--- src/rtl/pipe_ctrl_pkg.sv ---
// Shared encodings for the pipeline hazard controller: Tuse/Tnew codes,
// PC select codes, exception handler address and the mult/div FSM states.
package pipe_ctrl_pkg;

    localparam logic [1:0] TNONE = 2'd3;

    localparam logic [1:0] PC_SEL_SEQ     = 2'd0;
    localparam logic [1:0] PC_SEL_HANDLER = 2'd1;
    localparam logic [1:0] PC_SEL_EPC     = 2'd2;

    localparam logic [31:0] HANDLER_ADDR = 32'h0000_4180;

    typedef enum logic {
        MD_IDLE = 1'b0,
        MD_RUN  = 1'b1
    } md_state_e;

    // A source in D conflicts with a producer when the producer writes that
    // register and will not have the value ready before D needs it.
    function automatic logic src_hazard(
        input logic [4:0] src,
        input logic [1:0] tuse,
        input logic [4:0] wa,
        input logic [1:0] tnew
    );
        return (src == wa) && (tuse < tnew);
    endfunction

endpackage

--- src/rtl/md_busy_timer.sv ---
// Tracks occupancy of the mult/div unit: loads a cycle count on a start pulse
// and holds busy until the count expires. Starts while running are ignored.
module md_busy_timer
    import pipe_ctrl_pkg::*;
#(
    parameter int MULT_CYCLES = 5,
    parameter int DIV_CYCLES  = 10,
    parameter int CNT_W       = 4
) (
    input  logic      clk,
    input  logic      reset,
    input  logic      start,
    input  logic      is_div,
    output logic      busy,
    output md_state_e state_dbg
);

    localparam logic [CNT_W-1:0] MULT_LOAD = CNT_W'(MULT_CYCLES - 1);
    localparam logic [CNT_W-1:0] DIV_LOAD  = CNT_W'(DIV_CYCLES - 1);

    md_state_e        r_state;
    logic [CNT_W-1:0] r_cnt;
    logic             r_busy;

    always_ff @(posedge clk) begin
        if (reset) begin
            r_state <= MD_IDLE;
            r_cnt   <= '0;
            r_busy  <= 1'b0;
        end else begin
            case (r_state)
                MD_IDLE: begin
                    if (start) begin
                        r_state <= MD_RUN;
                        r_cnt   <= is_div ? DIV_LOAD : MULT_LOAD;
                        r_busy  <= 1'b1;
                    end
                end
                MD_RUN: begin
                    if (r_cnt == '0) begin
                        r_state <= MD_IDLE;
                        r_busy  <= 1'b0;
                    end else begin
                        r_cnt <= r_cnt - 1'b1;
                    end
                end
                default: begin
                    r_state <= MD_IDLE;
                    r_cnt   <= '0;
                    r_busy  <= 1'b0;
                end
            endcase
        end
    end

    assign busy      = r_busy;
    assign state_dbg = r_state;

endmodule

--- src/rtl/pipe_hazard_ctrl.sv ---
// Stall/flush/redirect controller for the 5-stage pipeline.
// Optional perf counters are built when PIPE_HAZARD_CTRL_PERF_EN is defined.
module pipe_hazard_ctrl
    import pipe_ctrl_pkg::*;
#(
    parameter int MULT_CYCLES = 5,
    parameter int DIV_CYCLES  = 10,
    parameter int CNT_W       = 4
) (
    input  logic        clk,
    input  logic        reset,
    input  logic [4:0]  d_rs,
    input  logic [4:0]  d_rt,
    input  logic [1:0]  d_tuse_rs,
    input  logic [1:0]  d_tuse_rt,
    input  logic [4:0]  e_wa,
    input  logic [4:0]  m_wa,
    input  logic [1:0]  e_tnew,
    input  logic [1:0]  m_tnew,
    input  logic        d_is_md,
    input  logic        md_start_E,
    input  logic        md_is_div_E,
    input  logic        exc_req_M,
    input  logic        eret_M,
    output logic        en_PC_D,
    output logic        flush_E,
    output logic        flush_all,
    output logic [1:0]  pc_sel,
    output logic        md_busy
`ifdef PIPE_HAZARD_CTRL_PERF_EN
    ,
    output logic [31:0] perf_stall_cnt,
    output logic [31:0] perf_flush_cnt
`endif
);

    logic      w_stall_rs;
    logic      w_stall_rt;
    logic      w_stall_md;
    logic      w_stall;
    logic      w_md_start_ok;
    logic      w_md_busy;
    md_state_e w_md_state;

    // Register $0 is hard-wired, so it never creates a dependency.
    assign w_stall_rs = (d_rs != 5'd0) &&
                        (src_hazard(d_rs, d_tuse_rs, e_wa, e_tnew) ||
                         src_hazard(d_rs, d_tuse_rs, m_wa, m_tnew));
    assign w_stall_rt = (d_rt != 5'd0) &&
                        (src_hazard(d_rt, d_tuse_rt, e_wa, e_tnew) ||
                         src_hazard(d_rt, d_tuse_rt, m_wa, m_tnew));

    assign w_stall_md = d_is_md && ((w_md_state == MD_RUN) || md_start_E);
    assign w_stall    = w_stall_rs || w_stall_rt || w_stall_md;

    // The instruction in E is flushed by an exception, so its start is dropped.
    assign w_md_start_ok = md_start_E && !exc_req_M;

    md_busy_timer #(
        .MULT_CYCLES (MULT_CYCLES),
        .DIV_CYCLES  (DIV_CYCLES),
        .CNT_W       (CNT_W)
    ) u_md_timer (
        .clk       (clk),
        .reset     (reset),
        .start     (w_md_start_ok),
        .is_div    (md_is_div_E),
        .busy      (w_md_busy),
        .state_dbg (w_md_state)
    );

    assign md_busy = w_md_busy;

    always_comb begin
        en_PC_D   = !w_stall;
        flush_E   = w_stall;
        flush_all = 1'b0;
        pc_sel    = PC_SEL_SEQ;
        if (exc_req_M) begin
            en_PC_D   = 1'b1;
            flush_E   = 1'b1;
            flush_all = 1'b1;
            pc_sel    = PC_SEL_HANDLER;
        end else if (eret_M) begin
            en_PC_D   = 1'b1;
            flush_E   = 1'b1;
            flush_all = 1'b1;
            pc_sel    = PC_SEL_EPC;
        end
    end

`ifdef PIPE_HAZARD_CTRL_PERF_EN
    logic [31:0] r_perf_stall_cnt;
    logic [31:0] r_perf_flush_cnt;

    always_ff @(posedge clk) begin
        if (reset) begin
            r_perf_stall_cnt <= '0;
            r_perf_flush_cnt <= '0;
        end else begin
            if (!en_PC_D)
                r_perf_stall_cnt <= r_perf_stall_cnt + 32'd1;
            if (flush_all)
                r_perf_flush_cnt <= r_perf_flush_cnt + 32'd1;
        end
    end

    assign perf_stall_cnt = r_perf_stall_cnt;
    assign perf_flush_cnt = r_perf_flush_cnt;
`endif

endmodule
--- config.mk ---
export PLATFORM = sky130hd
export DESIGN_NAME = pipe_hazard_ctrl
export DESIGN_NICKNAME = d
export VERILOG_FILES = /design/src/rtl/pipe_ctrl_pkg.sv /design/src/rtl/md_busy_timer.sv /design/src/rtl/pipe_hazard_ctrl.sv
export SDC_FILE = /design/constraint.sdc
export NUM_CORES = 1
export LEC_CHECK = 0
export ABC_AREA = 1
export BUFFER_PORTS_ARGS = -buffer_cell sky130_fd_sc_hd__buf_2
export CORE_MARGIN = 2
export CORE_UTILIZATION = 24
export DETAILED_ROUTE_END_ITERATION = 7
export HOLD_SLACK_MARGIN = 0.1
export PLACE_DENSITY_LB_ADDON = 0.1
export SYNTH_ARGS = -nofsm -noshare
export SYNTH_HDL_FRONTEND = slang
export SYNTH_SLANG_ARGS = --single-unit
--- constraint.sdc ---
create_clock -name clk -period 3.85 [get_ports clk]
set_clock_uncertainty 0.2 [all_clocks]
set_input_delay 0.1925 -clock clk [delete_from_list [all_inputs] [get_ports clk]]
set_output_delay 0.1925 -clock clk [all_outputs]
set_load 0.005 [all_outputs]
==> flow_metrics.tcl <==
set metrics [dict create \
    syn_nets 195 \
    r2r_end "u_md_timer.r_cnt[2]$_SDFFE_PP0P_" \
    peakVddDrop_mv 0.1237 \
    drt-initial-drc-count 35 \
    synth_top_family_by_area "simple AND/OR/NAND/NOR gates" \
    syn_area_per_cell_um2 5.376 \
    cts_tree "built" \
    slew-limit-headroom_pct 85.04 \
    ys_ff_latch 6 \
    instances_no_fill 247 \
    vias_per_cell 4.219 \
    die-width_um 62.93 \
    clockRootBuffer "clkbuf_4" \
    cts_sinks 6 \
    grtUsageTotal_pct 11.95 \
    cts_buffers 3 \
    worst_path_max_delay_cell "dlygate4sd3_1" \
    synthCells 155 \
    max_slew.worst_pin.slew_ns 0.2221 \
    port_buffers 40 \
    yosys_warnings 0 \
    grt_pass1_vias 974 \
    ioPinCount 41 \
    switchingPower_w 0.00008497 \
    seqPwrFrac_pct 30.6 \
    hold_start "exc_req_M" \
    cp-startpoint "u_md_timer.r_cnt[0]$_SDFFE_PP0P_" \
    firstDrtPassIters 4 \
    area_growth_syn_to_layout_pct 37.54 \
    max_stage_delay_ns 0.55 \
    synth-xor-area-share_pct 4.204 \
    post-cts-setup-buffers 0 \
    synth_area_um2 833.3 \
    drive_gt1_share_pct 25.37 \
    postCtsHoldBufs 4 \
    vias 1042 \
    antenna_cells 0 \
    synthAdderAreaFrac_pct 7.508 \
    gp_congestion 0.8429 \
    crit_family "buffers and inverters" \
    crit_type "reg2reg" \
    crit_chain "inv_1 -> ha_1 -> nand2_1 -> nand2_1 -> nand2_2 -> inv_2 -> a21oi_4 -> o21ai_2 -> a21oi_2 -> dlygate4sd3_1" \
    fillerInstances 411 \
    cp_num_buf_inv 3 \
    start_util_pct 24.97 \
    hpwl_mm 2.017 \
    cp.arrival_ns 2.05 \
    r2r-start "u_md_timer.r_cnt[0]$_SDFFE_PP0P_" \
    die_h_um 62.93 \
    grt_pass1_wl_mm 3.850 \
    die_area_um2 3960 \
    worstPathMaxFanout 4 \
    setup_tns_ns 0 \
    postRouteAntennaNets 0 \
    finalCritPeriodShare_pct 53.47 \
    endpoint_kind "flop" \
    endpoint "u_md_timer.r_cnt[2]$_SDFFE_PP0P_" \
    grt_max_degree 6 \
    worst_r2r_path_depth 10 \
    clk_path_buf_depth 2 \
    regToRegSetupSlack_ns 1.79 \
    clkPwrFrac_pct 25.4 \
    combPwrFrac_pct 44.0 \
    core_um2 3337 \
    p_leak_nw 0.6772 \
    final_common_cell "nand2_1" \
    layout_common_cells "54 x nand2_1, 40 x buf_2, 30 x inv_1" \
    cts_resized 0 \
    yosys-mux-area-fraction_pct 0 \
    slew_violations 0 \
    hold_slack_ns 0.1017 \
    required_ns 3.84 \
    synth.distinct_cells 22 \
    fin_crit_ns 2.059 \
    hold_class "in2reg" \
    synthSimpleGateAreaFrac_pct 42.19 \
    nets 243 \
    wl_per_cell_um 9.247 \
    rsz0062_at_grt "no" \
    power_density_nw_per_um2 204.3 \
    swShare_pct 36.30 \
    h-tree-depth 1 \
    placementRows 21 \
    final_util_pct 34.35 \
    clkSlewWorstSetupHoldPaths_ns 0.05 \
    finalSetupViolCount 0 \
    cap_violations 0 \
    status "complete, no violations" \
    crit_top_cell "nand2_1" \
    startpoint_type "flop" \
    dp.cells 240 \
    cp.depth 10 \
    antenna_found_initial 0 \
    drc 0 \
    seq_area_frac_synth_pct 14.41 \
    dpl_worst_slack_ns 2.131 \
    worst_slack_ns 1.791 \
    p_int_w 0.0001491 \
    totalWireLength_mm 2.284 \
    synth_compound_area_share_pct 16.37 \
    grt-ovfl-total 0 \
    hold_viol 0 \
    fmax_mhz 485.7 \
    clkLatencyLatePin_ns 0.25 \
]
## sequential cells by signal (all words and copies together) (netlist names)
register / cells
u_md_timer.state_dbg: 1
u_md_timer.r_cnt: 4
u_md_timer.busy: 1
## metal layers
layer	GRT usage (%)	up-vias	routed length, µm
li1	-	566	-
met1	14.86	444	1105
met2	20.48	30	1020
met3	3.784	2	146
met4	1.667	0	11
met5	0	-	0
## cell usage after synthesis
master,instances,area [µm²]
a21boi_0,3,22.52
a21oi_1,6,30.03
a21oi_2,1,8.760
a21oi_4,1,16.27
buf_4,1,7.510
dfxtp_1,6,120.1
ha_1,5,62.56
inv_1,30,112.6
inv_2,2,7.510
nand2_1,54,202.7
nand2_2,1,6.260
nand3_1,9,45.04
nand3b_2,1,11.26
nand4_1,1,6.260
nor2_1,17,63.81
nor3_1,2,10.01
o21ai_0,7,35.03
o21ai_2,1,8.760
o21bai_1,2,15.01
or2_2,1,6.260
xnor2_1,1,8.760
xor2_1,3,26.28
## final cells by class
type | instances | area (µm²) | share of cell area (%)
multi-input cells | 116 | 585.6 | 51.09
repair buffers | 44 | 240.2 | 20.96
flip-flops and latches | 6 | 120.1 | 10.48
inverters | 32 | 120.1 | 10.48
well taps | 46 | 57.56 | 5.022
clock buffers | 3 | 22.52 | 1.965
## kinds of logic (layout without fill, tap and decap cells)
group	Yosys count	count (layout)
adder cells (fa/ha/maj)	5	5
flip-flops	6	6
AND/OR/NAND/NOR	86	86
buffers and inverters	33	79
XOR/XNOR	4	4
AO/OA/AOI/OAI	21	21
## worst min-delay path by stage
| stage | slack (ns) | endpoint | cells after the start |
|---|---|---|---|
| 2_1_floorplan | 0.05 | u_md_timer.r_cnt[2]$_SDFFE_PP0P_ | 1 |
| 3_3_place_gp | 0.22 | u_md_timer.r_cnt[2]$_SDFFE_PP0P_ | 2 |
| 3_5_place_dp | 0.22 | u_md_timer.r_cnt[2]$_SDFFE_PP0P_ | 2 |
| 4_1_cts | 0.10 | u_md_timer.busy$_SDFFE_PP0P_ | 3 |
| 5_1_grt | 0.12 | u_md_timer.busy$_SDFFE_PP0P_ | 3 |
| 6_report | 0.10 | u_md_timer.busy$_SDFFE_PP0P_ | 3 |
## stage by stage
step	cell area [µm²]	total power, W
2_1_floorplan	833.3	0.0001316
3_3_place_gp	1084	0.0001728
3_5_place_dp	1084	0.0001727
4_1_cts	1146	0.0002387
5_1_grt	1146	0.0002595
6_report	1146	0.0002341
## power by group through the flow
stage | sequential, W | clock [W] | combinational, W
global route | 0.0000722 | 0.0000681 | 0.000119
floorplan | 0.0000719 | 0 | 0.0000597
finish | 0.0000717 | 0.0000594 | 0.000103
detailed placement | 0.0000725 | 0 | 0.000100
CTS | 0.0000716 | 0.0000628 | 0.000104
global placement | 0.0000727 | 0 | 0.000100
## worst register-to-register path: stages (launching register included)
cell	delay (ns)
dfxtp_1	0.33
inv_1	0.07
ha_1	0.22
nand2_1	0.08
nand2_1	0.08
nand2_2	0.09
inv_2	0.07
a21oi_4	0.14
o21ai_2	0.07
a21oi_2	0.10
dlygate4sd3_1	0.55
Power figures use the tool's default switching activity.
